<file path="src/rtl/dispatch_issue_pkg.sv">
// Shared types for the dispatch-to-issue path: functional-unit classes,
// the decoded instruction record and the issue-stage FSM states.
package dispatch_issue_pkg;

    localparam int NUM_RS_DEF    = 3;
    localparam int ROB_DEPTH_DEF = 32;

    // Functional-unit class; encodings above FU_BR are legal on the wire
    // and are steered to the ALU station by the issue stage.
    typedef enum logic [1:0] {
        FU_ALU = 2'd0,
        FU_MEM = 2'd1,
        FU_BR  = 2'd2
    } fu_type_e;

    typedef struct packed {
        logic [6:0]  opcode;
        logic [4:0]  rd;
        logic [4:0]  rs1;
        logic [4:0]  rs2;
        logic [31:0] imm;
        fu_type_e    fu_type;
    } decoded_instr_t;

    typedef enum logic {
        ST_IDLE = 1'b0,
        ST_HOLD = 1'b1
    } stage_state_e;

endpackage

</file>
<file path="src/rtl/dispatch_issue.sv">
// Consumer end of the dispatch queue: pops the head, allocates a ROB tag and
// presents the instruction to its reservation station from a one-entry
// registered issue stage.
module dispatch_issue
    import dispatch_issue_pkg::*;
#(
    parameter  int NUM_RS    = NUM_RS_DEF,
    parameter  int ROB_DEPTH = ROB_DEPTH_DEF,
    localparam int TAG_W     = $clog2(ROB_DEPTH)
) (
    input  logic                 clk,
    input  logic                 rst_n,
    input  logic                 q_empty,
    input  decoded_instr_t       q_instr,
    output logic                 q_r_en,
    input  logic                 rob_free,
    output logic                 rob_alloc,
    output logic [TAG_W-1:0]     rob_tag,
    input  logic                 flush,
    input  logic [NUM_RS-1:0]    rs_ready,
    output logic [NUM_RS-1:0]    rs_valid,
    output decoded_instr_t       rs_instr,
    output logic [TAG_W-1:0]     rs_tag,
    output logic [31:0]          stall_cnt
);

    stage_state_e     state_q, state_d;
    decoded_instr_t   instr_q, instr_d;
    logic [TAG_W-1:0] rs_tag_q, rs_tag_d;
    logic [TAG_W-1:0] tag_cnt_q, tag_cnt_d;
    logic [NUM_RS-1:0] sel_q, sel_d;
    logic [NUM_RS-1:0] tgt_oh;
    logic [31:0]      stall_cnt_q, stall_cnt_d;
    logic             pop;
    logic             cons;
    logic             held_blocked;

    // Decode the queue head's unit class into a one-hot RS select; unknown
    // classes fall back to RS 0.
    always_comb begin
        tgt_oh = '0;
        for (int i = 0; i < NUM_RS; i++) begin
            if (int'(q_instr.fu_type) == i) tgt_oh[i] = 1'b1;
        end
        if (tgt_oh == '0) tgt_oh[0] = 1'b1;
    end

    // FSM outputs: handshake toward the queue/ROB and the RS offer.
    always_comb begin
        cons         = (state_q == ST_HOLD) && |(sel_q & rs_ready);
        held_blocked = (state_q == ST_HOLD) && !(|(sel_q & rs_ready));
        // Gating with rst_n keeps the queue untouched while reset is held.
        pop          = rst_n && !q_empty && rob_free && !flush &&
                       ((state_q == ST_IDLE) || cons);
        rs_valid     = (state_q == ST_HOLD) ? sel_q : '0;
    end

    assign q_r_en    = pop;
    assign rob_alloc = pop;
    assign rob_tag   = tag_cnt_q;
    assign rs_instr  = instr_q;
    assign rs_tag    = rs_tag_q;
    assign stall_cnt = stall_cnt_q;

    // FSM next state: flush wins, a pop refills the stage, a bare consume empties it.
    always_comb begin
        state_d = state_q;
        if (flush)     state_d = ST_IDLE;
        else if (pop)  state_d = ST_HOLD;
        else if (cons) state_d = ST_IDLE;
    end

    // Datapath next values: stage capture, tag allocation, stall accounting.
    always_comb begin
        // NOTE: every signal gets a default first so no path through this block infers a latch.
        instr_d     = instr_q;
        rs_tag_d    = rs_tag_q;
        sel_d       = sel_q;
        tag_cnt_d   = tag_cnt_q;
        stall_cnt_d = stall_cnt_q;
        if (pop) begin
            instr_d   = q_instr;
            rs_tag_d  = tag_cnt_q;
            sel_d     = tgt_oh;
            tag_cnt_d = (tag_cnt_q == TAG_W'(ROB_DEPTH - 1)) ? '0 : tag_cnt_q + 1'b1;
        end
        if (flush) tag_cnt_d = '0;
        if (held_blocked && (stall_cnt_q != '1)) stall_cnt_d = stall_cnt_q + 32'd1;
    end

    // FSM state register.
    always_ff @(posedge clk) begin
        // NOTE: non-blocking assignments so every flop samples pre-edge values.
        if (!rst_n) state_q <= ST_IDLE;
        else        state_q <= state_d;
    end

    // Control registers with synchronous reset.
    always_ff @(posedge clk) begin
        if (!rst_n) begin
            sel_q       <= '0;
            tag_cnt_q   <= '0;
            stall_cnt_q <= '0;
        end else begin
            sel_q       <= sel_d;
            tag_cnt_q   <= tag_cnt_d;
            stall_cnt_q <= stall_cnt_d;
        end
    end

    // Stage payload register.
    always_ff @(posedge clk) begin
        // NOTE: payload is not reset; it is only observed while the stage is HOLD.
        instr_q  <= instr_d;
        rs_tag_q <= rs_tag_d;
    end

endmodule

</file>
<file path="config.mk">
export PLATFORM = sky130hd
export DESIGN_NAME = dispatch_issue
export DESIGN_NICKNAME = d
export VERILOG_FILES = /design/src/rtl/dispatch_issue_pkg.sv /design/src/rtl/dispatch_issue.sv
export SDC_FILE = /design/constraint.sdc
export NUM_CORES = 1
export LEC_CHECK = 0
export ABC_CLOCK_PERIOD_IN_PS = 6250
export CAP_MARGIN = 40
export CORE_MARGIN = 2
export CORE_UTILIZATION = 46
export DETAILED_ROUTE_END_ITERATION = 7
export GPL_ROUTABILITY_DRIVEN = 0
export GPL_TIMING_DRIVEN = 0
export PLACE_DENSITY = 0.95
export SLEW_MARGIN = 20
export SYNTH_ARGS = -nofsm -noshare
export SYNTH_HDL_FRONTEND = slang
export SYNTH_SLANG_ARGS = --single-unit
</file>
<file path="constraint.sdc">
create_clock -name clk -period 6.25 [get_ports clk]
set_input_delay 1.25 -clock clk [delete_from_list [all_inputs] [get_ports clk]]
set_output_delay 1.25 -clock clk [all_outputs]
set_load 0.005 [all_outputs]
</file>
# After elaboration in Yosys (flattened, before gate mapping)
# Cells that the tools add are included.
[classes] bitwise=3 n_reduce_logical=16 eq_ne=4 add_sub_neg=2 mux=8
[op_table] cell="adder 32 x 1 -> 32 bit (second input constant)" count=1
[op_table] cell="!= test 32 bit (second input constant)" count=1
[op_table] cell="logical AND 1 bit" count=7
[op_table] cell="two-way mux 1 bit" count=6
[op_table] cell="adder 5 x 1 -> 5 bit (second input constant)" count=1
[op_table] cell="equality test 5 bit (second input constant)" count=1
[op_table] cell="two-way mux 5 bit" count=1
[op_table] cell="equality test 2 bit (second input constant)" count=2
[op_table] cell="bitwise AND 3 bit" count=1
[op_table] cell="logical NOT 1 bit" count=3
[op_table] cell="logical NOT 3 bit" count=1
[op_table] cell="two-way mux 3 bit" count=1
[op_table] cell="OR reduction 3 bit" count=1
[op_table] cell="logical NOT 2 bit" count=1
[op_table] cell="NOT 1 bit" count=2
[op_table] cell="nonzero test 2 bit" count=1
[op_table] cell="OR reduction 2 bit" count=1
[op_table] cell="logical OR 1 bit" count=1
[totals] output_inout_bits=103 wordCells=44 in_bits=64 reg_bits=102

# Longest topological paths before layout
# Gate-level depths: netlist (run 1).
[logic_depth] ltp_word=6 depth_mapped=7 depth_no_buf=6

# Least setup slack after synthesis (run 1)
# OpenSTA, ideal clock, no wires.
[synth_timing] kind="in2out" from="input port rst_n" to="output port rob_alloc" t_required_ps=5000 stages=6 slack_ps=1995 arrival_time_ps=3005 cell_sequence="buf_2 > nand2b_1 > or2_2 > nand2b_4 > inv_2 > buf_4"
[synth_between] elab_chain_cells=4
[synth_rtl] element="start: declaration" line="dispatch_issue.sv:12" text="input logic rst_n,"
[synth_rtl] element="logical AND 1 bit (4 in series)" line="dispatch_issue.sv:53" text="pop = rst_n && !q_empty && rob_free && !flush &&"
[synth_rtl] element="end: declaration" line="dispatch_issue.sv:17" text="output logic rob_alloc,"
# Every way passes these cells.

# Worst setup path after layout (run 1)
[layout_timing] from="input port flush" to="output port rob_alloc"
[layout_between] elab_chain_cells=3
[layout_rtl] element="start: declaration" line="dispatch_issue.sv:19" text="input logic flush,"
[layout_rtl] element="logical NOT 1 bit" line="dispatch_issue.sv:53"
[layout_rtl] element="logical AND 1 bit (2 in series)" line="dispatch_issue.sv:53"
# Every way passes these cells.

==> results.cfg, run 1 <==
[clock_network]
clockRootBuffer = sky130_fd_sc_hd__clkbuf_8
clock_sinks = 102
post_cts_resize_count = 0
cts-buffers-inserted = 9
cts_tree = done
clk_pin_slew_worst_paths_ps = 100
clock_latency_ps = 350
post_cts.repair.setup_buffers = 0
hold_buffers = 0
clock_tree.buffer_depth = 2
htree_levels = 3

[worst_setup_path]
crit_required_ps = 5000
worstRegToRegCells = 7
cp_data_arrival_time_ps = 3500
setup.worst_path.end_class = primary output
critical_path.startpoint = flush
max_stage_delay_ps = 480
timing.critical_path.from_type = primary input
critPathMaxFanout = 63
critical-path-top-cell-by-count = sky130_fd_sc_hd__clkdlybuf4s50_1
critical-path-slowest-cell = sky130_fd_sc_hd__clkdlybuf4s50_1
crit_chain = clkdlybuf4s50_1 > nand2b_1 > or2_2 > nand2b_4 > inv_4 > buf_16 > buf_4 > clkdlybuf4s50_1
critical_path.reg2reg.startpoint = stall_cnt[0]$_SDFFE_PN0P_
critPathKind = in -> out

[drt]
drtIter0Drc = 80
drtPass1Iterations = 5
detail_route.drc_violations = 0
route.antenna.remaining_nets = 0
wire_per_inst_um = 18.2
via_per_inst = 5.44
totalWireLength_um = 10800
dr_total_vias = 3229

[timing]
clock.fmax_mhz = 210
fin_worst_skew_ps = 15.2
hold_viol_final = 0
grt_setup_unrepaired = false
final_min_period_over_clock_period = 0.761
timing.final.max_slew_violations = 0
worst-slew-pin-transition_ps = 562
tns_ps = 0
report.final.setup_viol = 0
final_period_minus_worst_setup_slack_ps = 4750
slew_headroom = 0.625

[yosys]
synth.most_common_cell = sky130_fd_sc_hd__edfxtp_1
synth_area_in_simple_gates = 0.166
post-synth-top-area-fraction = 0.466
yosys_register_bits = 102
synth.cell_area_mm2 = 0.00394
yosys.area_share.adder = 0.0159
synthMuxAreaShare = 0.0153
synth.top_cells.by_count = sky130_fd_sc_hd__edfxtp_1, sky130_fd_sc_hd__dfxtp_1, sky130_fd_sc_hd__a21oi_1
synthTopCellsByArea = sky130_fd_sc_hd__edfxtp_1, sky130_fd_sc_hd__dfxtp_1, sky130_fd_sc_hd__a21oi_1
number_of_distinct_library_cells_after_synthesis = 43
synth.avg_cell_area_um2 = 12.8
synth_compound_gate_area_share = 0.100
synth.largest_area_cell = sky130_fd_sc_hd__edfxtp_1
async_flop_share = 0
ys.warnings.count = 0
largest_family_of_logic_cells_by_synthesized_area = simple AND/OR/NAND/NOR gates
yosys.area_share.xor_xnor = 0.00668
postSynthCellCount = 307
synth_edf_count = 61
synth-seq-area-share = 0.674
syn-num-nets = 376
flip_flop_cell_with_the_highest_count_after_synthesis = sky130_fd_sc_hd__edfxtp_1

[global_routing]
grt.met2_usage = 0.406
grt_first_pass_wirelength_um = 15600
maximum_number_of_pins_on_one_net_before_global_route_repair = 71
met1_usage = 0.257
gr-usage-all-layers = 0.223
grtUsageMet3 = 0.0659
grt_antenna_before_repair = 0
grt_pass1_vias = 3025
overflow = 0
grt_most_used_layer = met2

[finish]
sequential_cell_area_mm2 = 0.00265
finalNetCount = 553
layoutNonFillerInstCount = 594
layout-drive-gt1-share = 0.0757
n_antenna_cell = 0
layout-area-overhead-vs-synth_pct = 51.5
multi_input_comb_area_mm2 = 0.00119
fin_util = 0.722
nFillCells = 566

[placement]
placement.io_buffers = 165
dp.final_hpwl_um = 8100
placedCellCount = 577

[min_path]
worst_hold_check_path_type = reg -> reg
hold_depth = 2
min-delay-start = stall_cnt[7]$_SDFFE_PN0P_

[run]
cap_viol_max_count = 0

[floorplanning]
rows = 33
boundary_pins = 167
floorplan.initialDensity = 0.477
dieWidth_um = 96.5
core_area_mm2 = 0.00826
die_area_mm2 = 0.00931
die_h_um = 96.5

[power_and_ir_drop]
p_leak_nw = 1.99
vdd_ir_drop_max_mv = 0.0952
ratio_of_total_power_to_cell_area_mw_per_mm2 = 210

[status]
outcome = complete, no violations
==> cell usage in the layout, fill, tap and decap left out, drive strengths merged, types with 10 or more instances in the layout <==
cell type,synthesis,routed
inv,10,13
nand2,18,18
edfxtp,61,61
dfxtp,41,41
nand4,10,10
o31ai,11,11
nand3,14,14
or4,10,10
a21oi,28,28
clkbuf,3,13
or3,16,16
o21ai,21,21
clkdlybuf4s50,0,165
nor2,13,13
==> final timing paths <==
kind / slack [ps] / to
setup / recovery: 1500 / rob_alloc
hold reg to reg: 500 / stall_cnt[7]$_SDFFE_PN0P_
setup reg to reg: 3990 / stall_cnt[0]$_SDFFE_PN0P_
hold / removal: 500 / stall_cnt[7]$_SDFFE_PN0P_
==> layout make-up <==
type / count / area share
clock buffer: 10 / 0.0231
inverter: 10 / 0.00672
clock inverter: 6 / 0.0128
timing repair buffer: 166 / 0.282
tap: 105 / 0.0220
multi-input combinational: 186 / 0.200
sequential: 102 / 0.445
buffer: 9 / 0.00839
==> registers in the layout, summed over array words and instances, names as in the netlist <==
| signal | count |
|---|---|
| rob_tag | 5 |
| stall_cnt | 32 |
| sel_q | 3 |
| rs_instr | 56 |
| state_q | 1 |
| rs_tag | 5 |
==> per-layer routing <==
metal	part of all wire	up-vias
met5	0	-
met4	0.0057	0
met3	0.094	6
met2	0.51	137
met1	0.39	1564
li1	-	1522
==> cells by family after synthesis <==
| logic type | Yosys count |
|---|---|
| AOI/OAI and AO/OA | 65 |
| xor gates and xnor gates | 3 |
| DFF | 102 |
| adders and majority gates | 5 |
| buffers and inverters | 19 |
| muxes | 6 |
| and+or+nand+nor | 107 |
==> where the power goes <==
| group | leakage [nW] | switching, W | internal, W | total (W) |
|---|---|---|---|---|
| combinational | 1.00 | 0.0000293 | 0.0000586 | 0.0000879 |
| clock | 0.109 | 0.000232 | 0.000203 | 0.000435 |
| sequential | 0.880 | 0.00000443 | 0.000725 | 0.000729 |
| total | 1.99 | 0.000265 | 0.000987 | 0.00125 |
==> worst max-delay path, delay by kind of cell <==
family | cells | cell delay, ps
buf+inv | 5 | 1510
simple gates | 3 | 720
==> metrics by stage <==
step           setup slack (ps)  power (W)  area [um2]  hold slack (ps)
6_report                   1500    0.00125        5960              504
5_1_grt                    1420    0.00130        5960              525
4_1_cts                    1240    0.00126        5930              504
3_5_place_dp               1240   0.000832        5720              488
3_3_place_gp                901   0.000827        5720              475
2_1_floorplan              1990   0.000760        3940              471
Note: power is estimated with default switching activity, not from simulation.
==> inputs of run 2 (changes only) <==
--- a/config.mk
+++ b/config.mk
@@ -5,14 +5,14 @@
 export SDC_FILE = /design/constraint.sdc
 export NUM_CORES = 1
 export LEC_CHECK = 0
-export ABC_CLOCK_PERIOD_IN_PS = 6250
+export ABC_CLOCK_PERIOD_IN_PS = 4700
 export CAP_MARGIN = 40
 export CORE_MARGIN = 2
-export CORE_UTILIZATION = 46
+export CORE_UTILIZATION = 42
 export DETAILED_ROUTE_END_ITERATION = 7
 export GPL_ROUTABILITY_DRIVEN = 0
 export GPL_TIMING_DRIVEN = 0
-export PLACE_DENSITY = 0.95
+export PLACE_DENSITY = 0.89
 export SLEW_MARGIN = 20
 export SYNTH_ARGS = -nofsm -noshare
 export SYNTH_HDL_FRONTEND = slang
==> constraint.sdc (replaced) <==
create_clock -name clk -period 4.7 [get_ports clk]
set_input_delay 0.94 -clock clk [delete_from_list [all_inputs] [get_ports clk]]
set_output_delay 0.94 -clock clk [all_outputs]
set_load 0.005 [all_outputs]
==> run 2 against run 1 <==
Effect of this change: sequential power up 33%; critical path type unchanged; highest routed layer unchanged; clock skew decreased by 6.7 ps; hold slack got worse by 6.8 ps; largest power group unchanged.
==> results.cfg, run 2 (same netlist as run 1, synthesis figures left out) <==
[finish]
n_antenna_cell = 0
layoutNonFillerInstCount = 599
finalNetCount = 553
largest_register_ffs = 56
sequential_cell_area_mm2 = 0.00265
layout-area-overhead-vs-synth_pct = 50.8
final_cell_mix = sky130_fd_sc_hd__clkdlybuf4s50_1, sky130_fd_sc_hd__edfxtp_1, sky130_fd_sc_hd__dfxtp_1, sky130_fd_sc_hd__a21oi_1, sky130_fd_sc_hd__nand2_1
mostFrequentLayoutCell = sky130_fd_sc_hd__clkdlybuf4s50_1
nFillCells = 701
layout-drive-gt1-share = 0.0738
multi_input_comb_area_mm2 = 0.00119

[worst_setup_path]
worstReg2RegEnd = stall_cnt[0]$_SDFFE_PN0P_
crit_required_ps = 3760
worstRegToRegCells = 7
cp_data_arrival_time_ps = 3210
critPathKind = in -> out
critPathMaxFanout = 66
critical_path.startpoint = flush
setup.worst_path.end_class = primary output
timing.critical_path.to = rob_alloc
critical_path.reg2reg.startpoint = stall_cnt[0]$_SDFFE_PN0P_
setup.reg_to_reg.worst_slack_ps = 2530
timing.critical_path.from_type = primary input

[floorplanning]
core_area_mm2 = 0.00915
die_h_um = 101
die_area_mm2 = 0.0102
boundary_pins = 167
floorplan.initialDensity = 0.430
rows = 35
dieWidth_um = 101

[status]
outcome = complete, no violations

[power_and_ir_drop]
vdd_ir_drop_max_mv = 0.128
p_leak_nw = 1.97
ratio_of_total_power_to_cell_area_mw_per_mm2 = 269

[timing]
grt_setup_unrepaired = false
slew_headroom = 0.630
clock.fmax_mhz = 241
final_period_minus_worst_setup_slack_ps = 4150
report.final.setup_viol = 0
timing.final.max_slew_violations = 0
hold_viol_final = 0
final_min_period_over_clock_period = 0.882
tns_ps = 0
fin_worst_skew_ps = 8.48
worst-slew-pin-transition_ps = 555

[drt]
drtPass1Iterations = 5
dr_total_vias = 3289
wire_per_inst_um = 18.8
detail_route.drc_violations = 0
via_per_inst = 5.49
route.antenna.remaining_nets = 0
drtIter0Drc = 181
totalWireLength_um = 11300

[global_routing]
gr-usage-all-layers = 0.220
grt_pass1_vias = 3283
overflow = 0
grt_first_pass_wirelength_um = 17200
grt_antenna_before_repair = 0
maximum_number_of_pins_on_one_net_before_global_route_repair = 71

[run]
cap_viol_max_count = 0

[clock_network]
clock_sinks = 102
cts_tree = done
clockRootBuffer = sky130_fd_sc_hd__clkbuf_8
clk_pin_slew_worst_paths_ps = 100
clock_tree.buffer_depth = 2
hold_buffers = 0
clock_latency_ps = 350
post_cts_resize_count = 0
htree_levels = 3
cts-buffers-inserted = 9
post_cts.repair.setup_buffers = 0

[placement]
placedCellCount = 583
placement.io_buffers = 165
dp.final_hpwl_um = 8560

[min_path]
worst_hold_check_path_type = reg -> reg
-- run 2: cell count changes in the layout (fill, tap and decap cells not counted), sizes merged --
cell	delta
clkinvlp	+1
clkbuf	-1
bufinv	-1
-- run 2: metrics by stage --
step	worst slack [ps]	power, W	hold WS, ps	instance area, um2	utilization
5_1_grt	420	0.00165	535	5940	0.649
3_5_place_dp	274	0.00111	483	5730	0.626
4_1_cts	269	0.00161	497	5910	0.646
3_3_place_gp	-72.9	0.00110	474	5730	0.626
2_1_floorplan	1060	0.00101	471	3940	-
6_report	553	0.00160	497	5940	0.649
-- run 2: report_power, final --
| group | leakage, nW | switching, W | internal [W] |
|---|---|---|---|
| clock | 0.0897 | 0.000310 | 0.000201 |
| combinational | 1.00 | 0.0000384 | 0.0000778 |
| sequential | 0.880 | 0.00000624 | 0.000964 |
| total | 1.97 | 0.000355 | 0.00124 |
-- run 2: cell type report --
type,instances,share of cell area
Tap cell,111,0.0234
Multi-Input combinational cell,186,0.201
Timing Repair Buffer,166,0.283
Clock inverter,6,0.00949
Buffer,9,0.00843
Clock buffer,9,0.0209
Inverter,10,0.00675
Sequential cell,102,0.447
-- run 2: how the worst min path moves through the flow --
stage                               startpoint                         end  cells past startpoint
floorplan           stall_cnt[17]$_SDFFE_PN0P_  stall_cnt[17]$_SDFFE_PN0P_                      2
global placement    stall_cnt[13]$_SDFFE_PN0P_  stall_cnt[13]$_SDFFE_PN0P_                      2
detailed placement     rob_tag[3]$_SDFFE_PP0P_         rs_tag[3]$_DFFE_PP_                      0
CTS                    rob_tag[3]$_SDFFE_PP0P_         rs_tag[3]$_DFFE_PP_                      0
global route        stall_cnt[17]$_SDFFE_PN0P_  stall_cnt[17]$_SDFFE_PN0P_                      2
finish                 rob_tag[3]$_SDFFE_PP0P_         rs_tag[3]$_DFFE_PP_                      0
-- run 2: critical path, stage by stage --
cell                              delay (ps)
sky130_fd_sc_hd__clkdlybuf4s50_1         430
sky130_fd_sc_hd__nand2b_1                230
sky130_fd_sc_hd__or2_2                   360
sky130_fd_sc_hd__nand2b_4                180
sky130_fd_sc_hd__inv_4                   120
sky130_fd_sc_hd__buf_16                  300
sky130_fd_sc_hd__buf_4                   170
sky130_fd_sc_hd__clkdlybuf4s50_1         480
-- run 2: layer usage --
layer | track usage | up-vias | part of all wire
li1 | - | 1523 | -
met1 | 0.253 | 1591 | 0.38
met2 | 0.402 | 158 | 0.52
met3 | 0.0485 | 17 | 0.081
met4 | 0.0727 | 0 | 0.020
met5 | 0 | - | 0
